**config.mk**
```make
export PLATFORM = sky130hd
export DESIGN_NAME = svc_rv_ext_fp_wb_flat
export DESIGN_NICKNAME = d
export VERILOG_FILES = /design/src/rtl/svc_rv_ext_fp_wb_pkg.sv /design/src/rtl/svc_rv_ext_fp_wb_if.sv /design/src/rtl/svc_rv_ext_fp_wb.sv /design/src/flat_wrapper.sv
export SDC_FILE = /design/constraint.sdc
export NUM_CORES = 1
export LEC_CHECK = 0
export ABC_AREA = 0
export BUFFER_PORTS_ARGS = -buffer_cell sky130_fd_sc_hd__buf_2
export CAP_MARGIN = 5
export CORE_ASPECT_RATIO = 1.4
export CORE_UTILIZATION = 43
export DETAILED_ROUTE_END_ITERATION = 8
export PLACE_DENSITY = 0.88
export SYNTH_ARGS = -nofsm -noshare
export SYNTH_HDL_FRONTEND = slang
export SYNTH_SLANG_ARGS = --single-unit
```
**constraint.sdc**
```tcl
create_clock -name clk -period 2 [get_ports clk]
set_input_delay 0.5 -clock clk [delete_from_list [all_inputs] [get_ports clk]]
set_output_delay 0.5 -clock clk [all_outputs]
set_load 0.02 [all_outputs]
```
**src/rtl/svc_rv_ext_fp_wb_pkg.sv**
```systemverilog
// FP writeback shared definitions: FSM states, CSR selects and the fcsr read mux.
// Latency: n/a (types, constants and a pure function).
// Backpressure: n/a.
package svc_rv_ext_fp_wb_pkg;

  // Writeback FSM: IDLE accepts issue, WAIT tracks a multi-cycle op, DRAIN discards a flushed one.
  typedef enum logic [1:0] {
    IDLE  = 2'd0,
    WAIT  = 2'd1,
    DRAIN = 2'd2
  } fpwb_state_e;

  // csr_sel encodings; 0 selects nothing and reads as zero.
  localparam logic [1:0] CSR_NONE   = 2'd0;
  localparam logic [1:0] CSR_FFLAGS = 2'd1;
  localparam logic [1:0] CSR_FRM    = 2'd2;
  localparam logic [1:0] CSR_FCSR   = 2'd3;

  // Read view of the fcsr fields for a given select.
  function automatic logic [31:0] fcsr_read(input logic [1:0] sel,
                                            input logic [2:0] frm,
                                            input logic [4:0] flags);
    logic [31:0] r;
    r = 32'd0;
    case (sel)
      CSR_FFLAGS: r = {27'd0, flags};
      CSR_FRM:    r = {29'd0, frm};
      CSR_FCSR:   r = {24'd0, frm, flags};
      default:    r = 32'd0;
    endcase
    return r;
  endfunction

endpackage

```
**src/rtl/svc_rv_ext_fp_wb_if.sv**
```systemverilog
// Bundle of issue, FP-unit, flush, writeback and CSR signals around the FP writeback stage.
// Latency: n/a (wires only).
// Backpressure: stall is driven by the writeback stage back towards issue.
interface svc_rv_ext_fp_wb_if;
  // Issue side (ID/EX boundary)
  logic        ex_issue;
  logic        ex_mc;
  logic [4:0]  ex_rd;
  logic        ex_rd_fp;
  // FP execution unit
  logic        fp_result_valid;
  logic [31:0] fp_result;
  logic [4:0]  fp_fflags;
  logic        fp_busy;
  // Control
  logic        flush;
  logic        stall;
  // Writeback
  logic        wb_valid;
  logic [4:0]  wb_rd;
  logic        wb_fp;
  logic [31:0] wb_data;
  // CSR access
  logic        csr_we;
  logic [1:0]  csr_sel;
  logic [31:0] csr_wdata;
  logic [31:0] csr_rdata;
  logic [2:0]  frm_csr;
  logic [4:0]  fflags;

  // Pipeline / test driver side
  modport master (
    output ex_issue, ex_mc, ex_rd, ex_rd_fp,
    output fp_result_valid, fp_result, fp_fflags, fp_busy,
    output flush, csr_we, csr_sel, csr_wdata,
    input  stall, wb_valid, wb_rd, wb_fp, wb_data,
    input  csr_rdata, frm_csr, fflags
  );

  // Writeback stage side
  modport slave (
    input  ex_issue, ex_mc, ex_rd, ex_rd_fp,
    input  fp_result_valid, fp_result, fp_fflags, fp_busy,
    input  flush, csr_we, csr_sel, csr_wdata,
    output stall, wb_valid, wb_rd, wb_fp, wb_data,
    output csr_rdata, frm_csr, fflags
  );
endinterface

```
**src/rtl/svc_rv_ext_fp_wb.sv**
```systemverilog
// FP writeback stage: registers FP results to the regfile strobe and owns the fflags/frm CSR fields.
// Latency: 1 cycle from result (single-cycle issue or multi-cycle completion) to wb_valid.
// Backpressure: stall held from multi-cycle issue through WAIT/DRAIN; drops the cycle wb_valid fires.
module svc_rv_ext_fp_wb
  import svc_rv_ext_fp_wb_pkg::*;
(
  input  logic              clk,
  input  logic              rst,
  svc_rv_ext_fp_wb_if.slave bus
);

  fpwb_state_e state_q, state_d;
  logic [4:0]  pend_rd_q, pend_rd_d;
  logic        pend_fp_q, pend_fp_d;
  logic        wb_valid_q, wb_valid_d;
  logic [4:0]  wb_rd_q, wb_rd_d;
  logic        wb_fp_q, wb_fp_d;
  logic [31:0] wb_data_q, wb_data_d;
  logic [4:0]  fflags_q, fflags_d;
  logic [2:0]  frm_q, frm_d;
  logic        stall_c;

  // FSM next state, stall and writeback/CSR next values.
  always_comb begin
    state_d    = state_q;
    pend_rd_d  = pend_rd_q;
    pend_fp_d  = pend_fp_q;
    wb_valid_d = 1'b0;
    wb_rd_d    = wb_rd_q;
    wb_fp_d    = wb_fp_q;
    wb_data_d  = wb_data_q;
    fflags_d   = fflags_q;
    frm_d      = frm_q;
    stall_c    = 1'b0;

    case (state_q)
      IDLE: begin
        if (bus.ex_issue) begin
          if (bus.ex_mc) begin
            stall_c   = 1'b1;
            pend_rd_d = bus.ex_rd;
            pend_fp_d = bus.ex_rd_fp;
            // A flush in the issue cycle still leaves the EX unit busy, so drain its result.
            state_d   = bus.flush ? DRAIN : WAIT;
          end else if (bus.fp_result_valid && !bus.flush) begin
            wb_valid_d = 1'b1;
            wb_rd_d    = bus.ex_rd;
            wb_fp_d    = bus.ex_rd_fp;
            wb_data_d  = bus.fp_result;
            fflags_d   = fflags_q | bus.fp_fflags;
          end
        end
        // A lone fp_result_valid with no issue is stale and dropped.
      end
      WAIT: begin
        stall_c = 1'b1;
        if (bus.fp_result_valid) begin
          state_d = IDLE;
          if (!bus.flush) begin
            wb_valid_d = 1'b1;
            wb_rd_d    = pend_rd_q;
            wb_fp_d    = pend_fp_q;
            wb_data_d  = bus.fp_result;
            fflags_d   = fflags_q | bus.fp_fflags;
          end
        end else if (bus.flush) begin
          state_d = DRAIN;
        end
      end
      DRAIN: begin
        stall_c = 1'b1;
        if (bus.fp_result_valid) begin
          state_d = IDLE;
        end
      end
      default: begin
        state_d = IDLE;
      end
    endcase

    // CSR write is younger than any op completing this cycle, so it overrides accrual.
    if (bus.csr_we) begin
      case (bus.csr_sel)
        CSR_FFLAGS: fflags_d = bus.csr_wdata[4:0];
        CSR_FRM:    frm_d    = bus.csr_wdata[2:0];
        CSR_FCSR: begin
          fflags_d = bus.csr_wdata[4:0];
          frm_d    = bus.csr_wdata[7:5];
        end
        default: ;
      endcase
    end
  end

  // State, pending destination, writeback and CSR registers with synchronous reset.
  always_ff @(posedge clk) begin
    if (rst) begin
      state_q    <= IDLE;
      pend_rd_q  <= 5'd0;
      pend_fp_q  <= 1'b0;
      wb_valid_q <= 1'b0;
      wb_rd_q    <= 5'd0;
      wb_fp_q    <= 1'b0;
      wb_data_q  <= 32'd0;
      fflags_q   <= 5'd0;
      frm_q      <= 3'd0;
    end else begin
      state_q    <= state_d;
      pend_rd_q  <= pend_rd_d;
      pend_fp_q  <= pend_fp_d;
      wb_valid_q <= wb_valid_d;
      wb_rd_q    <= wb_rd_d;
      wb_fp_q    <= wb_fp_d;
      wb_data_q  <= wb_data_d;
      fflags_q   <= fflags_d;
      frm_q      <= frm_d;
    end
  end

  assign bus.stall     = stall_c;
  assign bus.wb_valid  = wb_valid_q;
  assign bus.wb_rd     = wb_rd_q;
  assign bus.wb_fp     = wb_fp_q;
  assign bus.wb_data   = wb_data_q;
  assign bus.fflags    = fflags_q;
  assign bus.frm_csr   = frm_q;
  assign bus.csr_rdata = fcsr_read(bus.csr_sel, frm_q, fflags_q);

  // Issue is only legal in IDLE; the pipeline must honour stall.
  a_no_issue_when_busy: assert property (@(posedge clk) disable iff (rst)
    !(bus.ex_issue && (state_q != IDLE)));

endmodule

```
**src/flat_wrapper.sv**
```systemverilog
// flat-port wrapper written by rule: the top's interface ports become plain ports
module svc_rv_ext_fp_wb_flat import svc_rv_ext_fp_wb_pkg::*;
  (clk, rst, bus_ex_issue, bus_ex_mc, bus_ex_rd, bus_ex_rd_fp, bus_fp_result_valid, bus_fp_result, bus_fp_fflags, bus_fp_busy, bus_flush, bus_csr_we, bus_csr_sel, bus_csr_wdata, bus_stall, bus_wb_valid, bus_wb_rd, bus_wb_fp, bus_wb_data, bus_csr_rdata, bus_frm_csr, bus_fflags);
  svc_rv_ext_fp_wb_if bus_i ();
  input  logic clk;
  input  logic rst;
  input wire logic [$bits(bus_i.ex_issue)-1:0] bus_ex_issue;
  input wire logic [$bits(bus_i.ex_mc)-1:0] bus_ex_mc;
  input wire logic [$bits(bus_i.ex_rd)-1:0] bus_ex_rd;
  input wire logic [$bits(bus_i.ex_rd_fp)-1:0] bus_ex_rd_fp;
  input wire logic [$bits(bus_i.fp_result_valid)-1:0] bus_fp_result_valid;
  input wire logic [$bits(bus_i.fp_result)-1:0] bus_fp_result;
  input wire logic [$bits(bus_i.fp_fflags)-1:0] bus_fp_fflags;
  input wire logic [$bits(bus_i.fp_busy)-1:0] bus_fp_busy;
  input wire logic [$bits(bus_i.flush)-1:0] bus_flush;
  input wire logic [$bits(bus_i.csr_we)-1:0] bus_csr_we;
  input wire logic [$bits(bus_i.csr_sel)-1:0] bus_csr_sel;
  input wire logic [$bits(bus_i.csr_wdata)-1:0] bus_csr_wdata;
  output wire logic [$bits(bus_i.stall)-1:0] bus_stall;
  output wire logic [$bits(bus_i.wb_valid)-1:0] bus_wb_valid;
  output wire logic [$bits(bus_i.wb_rd)-1:0] bus_wb_rd;
  output wire logic [$bits(bus_i.wb_fp)-1:0] bus_wb_fp;
  output wire logic [$bits(bus_i.wb_data)-1:0] bus_wb_data;
  output wire logic [$bits(bus_i.csr_rdata)-1:0] bus_csr_rdata;
  output wire logic [$bits(bus_i.frm_csr)-1:0] bus_frm_csr;
  output wire logic [$bits(bus_i.fflags)-1:0] bus_fflags;
  assign bus_i.ex_issue = bus_ex_issue;
  assign bus_i.ex_mc = bus_ex_mc;
  assign bus_i.ex_rd = bus_ex_rd;
  assign bus_i.ex_rd_fp = bus_ex_rd_fp;
  assign bus_i.fp_result_valid = bus_fp_result_valid;
  assign bus_i.fp_result = bus_fp_result;
  assign bus_i.fp_fflags = bus_fp_fflags;
  assign bus_i.fp_busy = bus_fp_busy;
  assign bus_i.flush = bus_flush;
  assign bus_i.csr_we = bus_csr_we;
  assign bus_i.csr_sel = bus_csr_sel;
  assign bus_i.csr_wdata = bus_csr_wdata;
  assign bus_stall = bus_i.stall;
  assign bus_wb_valid = bus_i.wb_valid;
  assign bus_wb_rd = bus_i.wb_rd;
  assign bus_wb_fp = bus_i.wb_fp;
  assign bus_wb_data = bus_i.wb_data;
  assign bus_csr_rdata = bus_i.csr_rdata;
  assign bus_frm_csr = bus_i.frm_csr;
  assign bus_fflags = bus_i.fflags;
  svc_rv_ext_fp_wb u_core (.clk(clk), .rst(rst), .bus(bus_i));
endmodule
```
==> impl_metrics.csv <==
group,metric,value,unit
sta,finalCritPeriodShare,95.0,%
clock_tree,numCtsBuffers,5,
sta,slew_viol_final,0,
sta,setup_viol,0,
global_routing,antenna_found_initial,0,
finish,drive_above_1_share,33.1,%
sta,rsz0062_at_grt,"no",
logic_synthesis,syn_area,2680,um^2
clock_tree,path_clk_slew,0.10,ns
clock_tree,clock_latency,0.30,ns
placement,port_buffers,115,
sta,setup_tns,0,ns
setup_path,r2r_start,"u_core.state_q[1]$_SDFFE_PP0P_",
global_routing,grt_remaining_overflow,0,
floorplan,dieArea,6550,um^2
global_routing,grt_use_total,18.4,%
setup_path,cp.required,1.50,ns
logic_synthesis,yosysUniqueCellTypes,32,
global_routing,grt_busiest_layer,"met2",
routing,wl_per_cell,12.1,um
setup_path,cp_max_fo,6,
worst_hold_path,hp-class,"input port to flop",
global_routing,grt_use_met2,35.0,%
routing,drt_iter0_markers,82,
global_routing,globalRouteMet1Util,18.4,%
sta,worst_slew_pin_slew,0.636,ns
finish,final_cells,478,
sta,finalClockSkew,0.0126,ns
setup_path,crit_path_end_kind,"output pin",
logic_synthesis,syn_avg_cell_area,8.92,um^2
routing,viasPerCell,4.85,
floorplan,rows,33,
floorplan,fp.dieW,68.7,um
floorplan,start_util,45.0,%
finish,insertedDiodeCount,0,
global_routing,grt_pass1_vias,2217,
setup_path,cp-startpoint,"u_core.state_q[0]$_SDFFE_PP0P_",
finish,final_util,55.6,%
floorplan,core_area,5950,um^2
sta,clock.fmax,0.526,GHz
clock_tree,cts_max_path_buffers,2,
status,status,"complete, no violations",
global_routing,grt_max_degree,71,
finish,final_cell_mix,"buf_2 (114), nand2_1 (71), dfxtp_1 (55)",
placement,gp_congestion,0.792,
finish,nNetsFinal,496,
floorplan,die_h,95.3,um
routing,drc_errors,0,
routing,dr.pass1.iters,4,
setup_path,r2r_slack,0.21,ns
clock_tree,cts_root_buf,"clkbuf_8",
finish,area_growth_syn_to_layout,23.7,%
setup_path,critical_path_class,"flop to output pin",
setup_path,cp-start-kind,"flop",
floorplan,ios,165,
worst_hold_path,hold_path.startpoint,"bus_fp_result[20]",
power,irDropWorstVdd,0.366,mV
setup_path,cp.arrival,1.40,ns
logic_synthesis,synthCells,300,
finish,fillers,546,
logic_synthesis,yosysWarnings,0,
sta,relSlewSlack,57.6,%
placement,dp_hpwl,4420,um
sta,min_period,1.90,ns
clock_tree,cts_max_level,2,
routing,vias,2319,
run,drv_cap,0,
routing,wl,5800,um
logic_synthesis,synth_seq_area_share,41.2,%
clock_tree,cts_tree,"done",
sta,hold_viol_final,0,
logic_synthesis,synth_seq_cells,55,
clock_tree,post-cts-setup-buffers,0,
routing,antenna_left,0,
power,total_leakage_power,1.66,nW
global_routing,use_met3,5.74,%
clock_tree,tritoncts_num_sinks,55,
finish,layout_commonest_cell,"buf_2",
power,power.density,710,nW/um^2
placement,dpl.cell_count,470,
global_routing,grt_pass1_wl,9190,um
## worst max-delay path: stages, from the launching register on
cell and delay, ns:
dfxtp_1 0.35, inv_1 0.13, ha_4 0.20, nand3_1 0.13
a21oi_2 0.16, buf_4 0.15
## metrics by stage
stage	cell area, um^2	power, mW	hold slack (ns)	setup WS [ns]
final	3310	2.35	0.429	0.100
after global routing	3310	2.48	0.415	0.00956
after CTS	3300	2.36	0.418	0.0513
after detailed placement	3190	1.70	0.445	0.0828
after global placement	3190	1.69	0.439	0.236
after floorplan	2760	1.58	0.463	0.103
## cells by family after synthesis
logic type | after synthesis | share of synthesized area (%)
AOI/OAI and AO/OA | 37 | 10.4
adders and majority gates | 4 | 1.87
buffers and inverters | 49 | 11.9
DFF | 55 | 41.2
muxes | 47 | 17.6
other | 1 | 0.140
and+or+nand+nor | 107 | 16.9
## final timing paths
kind,to,cells after the start
worst max-delay path,bus_stall,5
worst min-delay path,u_core.bus.wb_data[20]$_SDFFE_PP0P_,3
worst max register to register,u_core.bus.wb_data[9]$_SDFFE_PP0P_,6
worst min register to register,u_core.bus.wb_data[3]$_SDFFE_PP0P_,2
## layout make-up
type                       count  area (um^2)  area share, %
sequential                    55         1100           33.3
clock buffer                   6         82.6           2.50
timing repair buffer         122          643           19.4
inverter                       4         15.0          0.454
tap                           70         87.6           2.65
clock inverter                 2         13.8          0.416
multi-input combinational    219         1370           41.3
## layer usage
| metal | up-vias | part of all wire (%) | wire, um |
|---|---|---|---|
| li1 | 1169 | - | - |
| met1 | 1025 | 39 | 2270 |
| met2 | 119 | 50 | 2900 |
| met3 | 6 | 9.9 | 572 |
| met4 | 0 | 1.0 | 59 |
| met5 | - | 0 | 0 |
## state kept, by name, indices dropped and copies added (netlist names)
register             cells
u_core.bus.wb_fp         1
u_core.pend_fp_q         1
u_core.bus.wb_data      32
u_core.bus.fflags        5
u_core.pend_rd_q         5
u_core.bus.wb_valid      1
u_core.bus.wb_rd         5
u_core.bus.frm_csr       3
u_core.state_q           2
## repair_timing
action	CTS	global route
hold buffers	0	0
resized for setup	2	3
setup endpoints to repair	1	2
endpoints found under the hold margin	0	0
pin swaps	0	0
## cells in the mapped netlist, drive strengths merged
library cell / n / area, um^2
nor3b: 1 / 7.51
dfxtp: 55 / 1100
nand2: 71 / 267
o21ai: 5 / 25.0
o41ai: 1 / 8.76
or4: 1 / 7.51
and2: 4 / 25.0
and3b: 1 / 8.76
o211ai: 11 / 82.6
o21a: 1 / 7.51
a21boi: 1 / 7.51
mux2i: 47 / 470
nor2: 20 / 75.1
o31ai: 1 / 7.51
nand2b: 1 / 6.26
nand3: 1 / 5.00
buf: 33 / 259
o211a: 6 / 60.1
a211oi: 8 / 60.1
ha: 4 / 50.1
and3: 3 / 18.8
a21oi: 2 / 10.0
o311ai: 1 / 8.76
conb: 1 / 3.75
nor2b: 4 / 32.5
inv: 4 / 15.0
clkbuf: 12 / 45.0
## power breakdown
| group | leakage [nW] | total, mW | switching (mW) | internal, mW |
|---|---|---|---|---|
| clock | 0.0516 | 0.652 | 0.367 | 0.284 |
| sequential | 0.447 | 1.18 | 0.0312 | 1.15 |
| combinational | 1.16 | 0.518 | 0.311 | 0.207 |
Power figures use the tool's default switching activity.
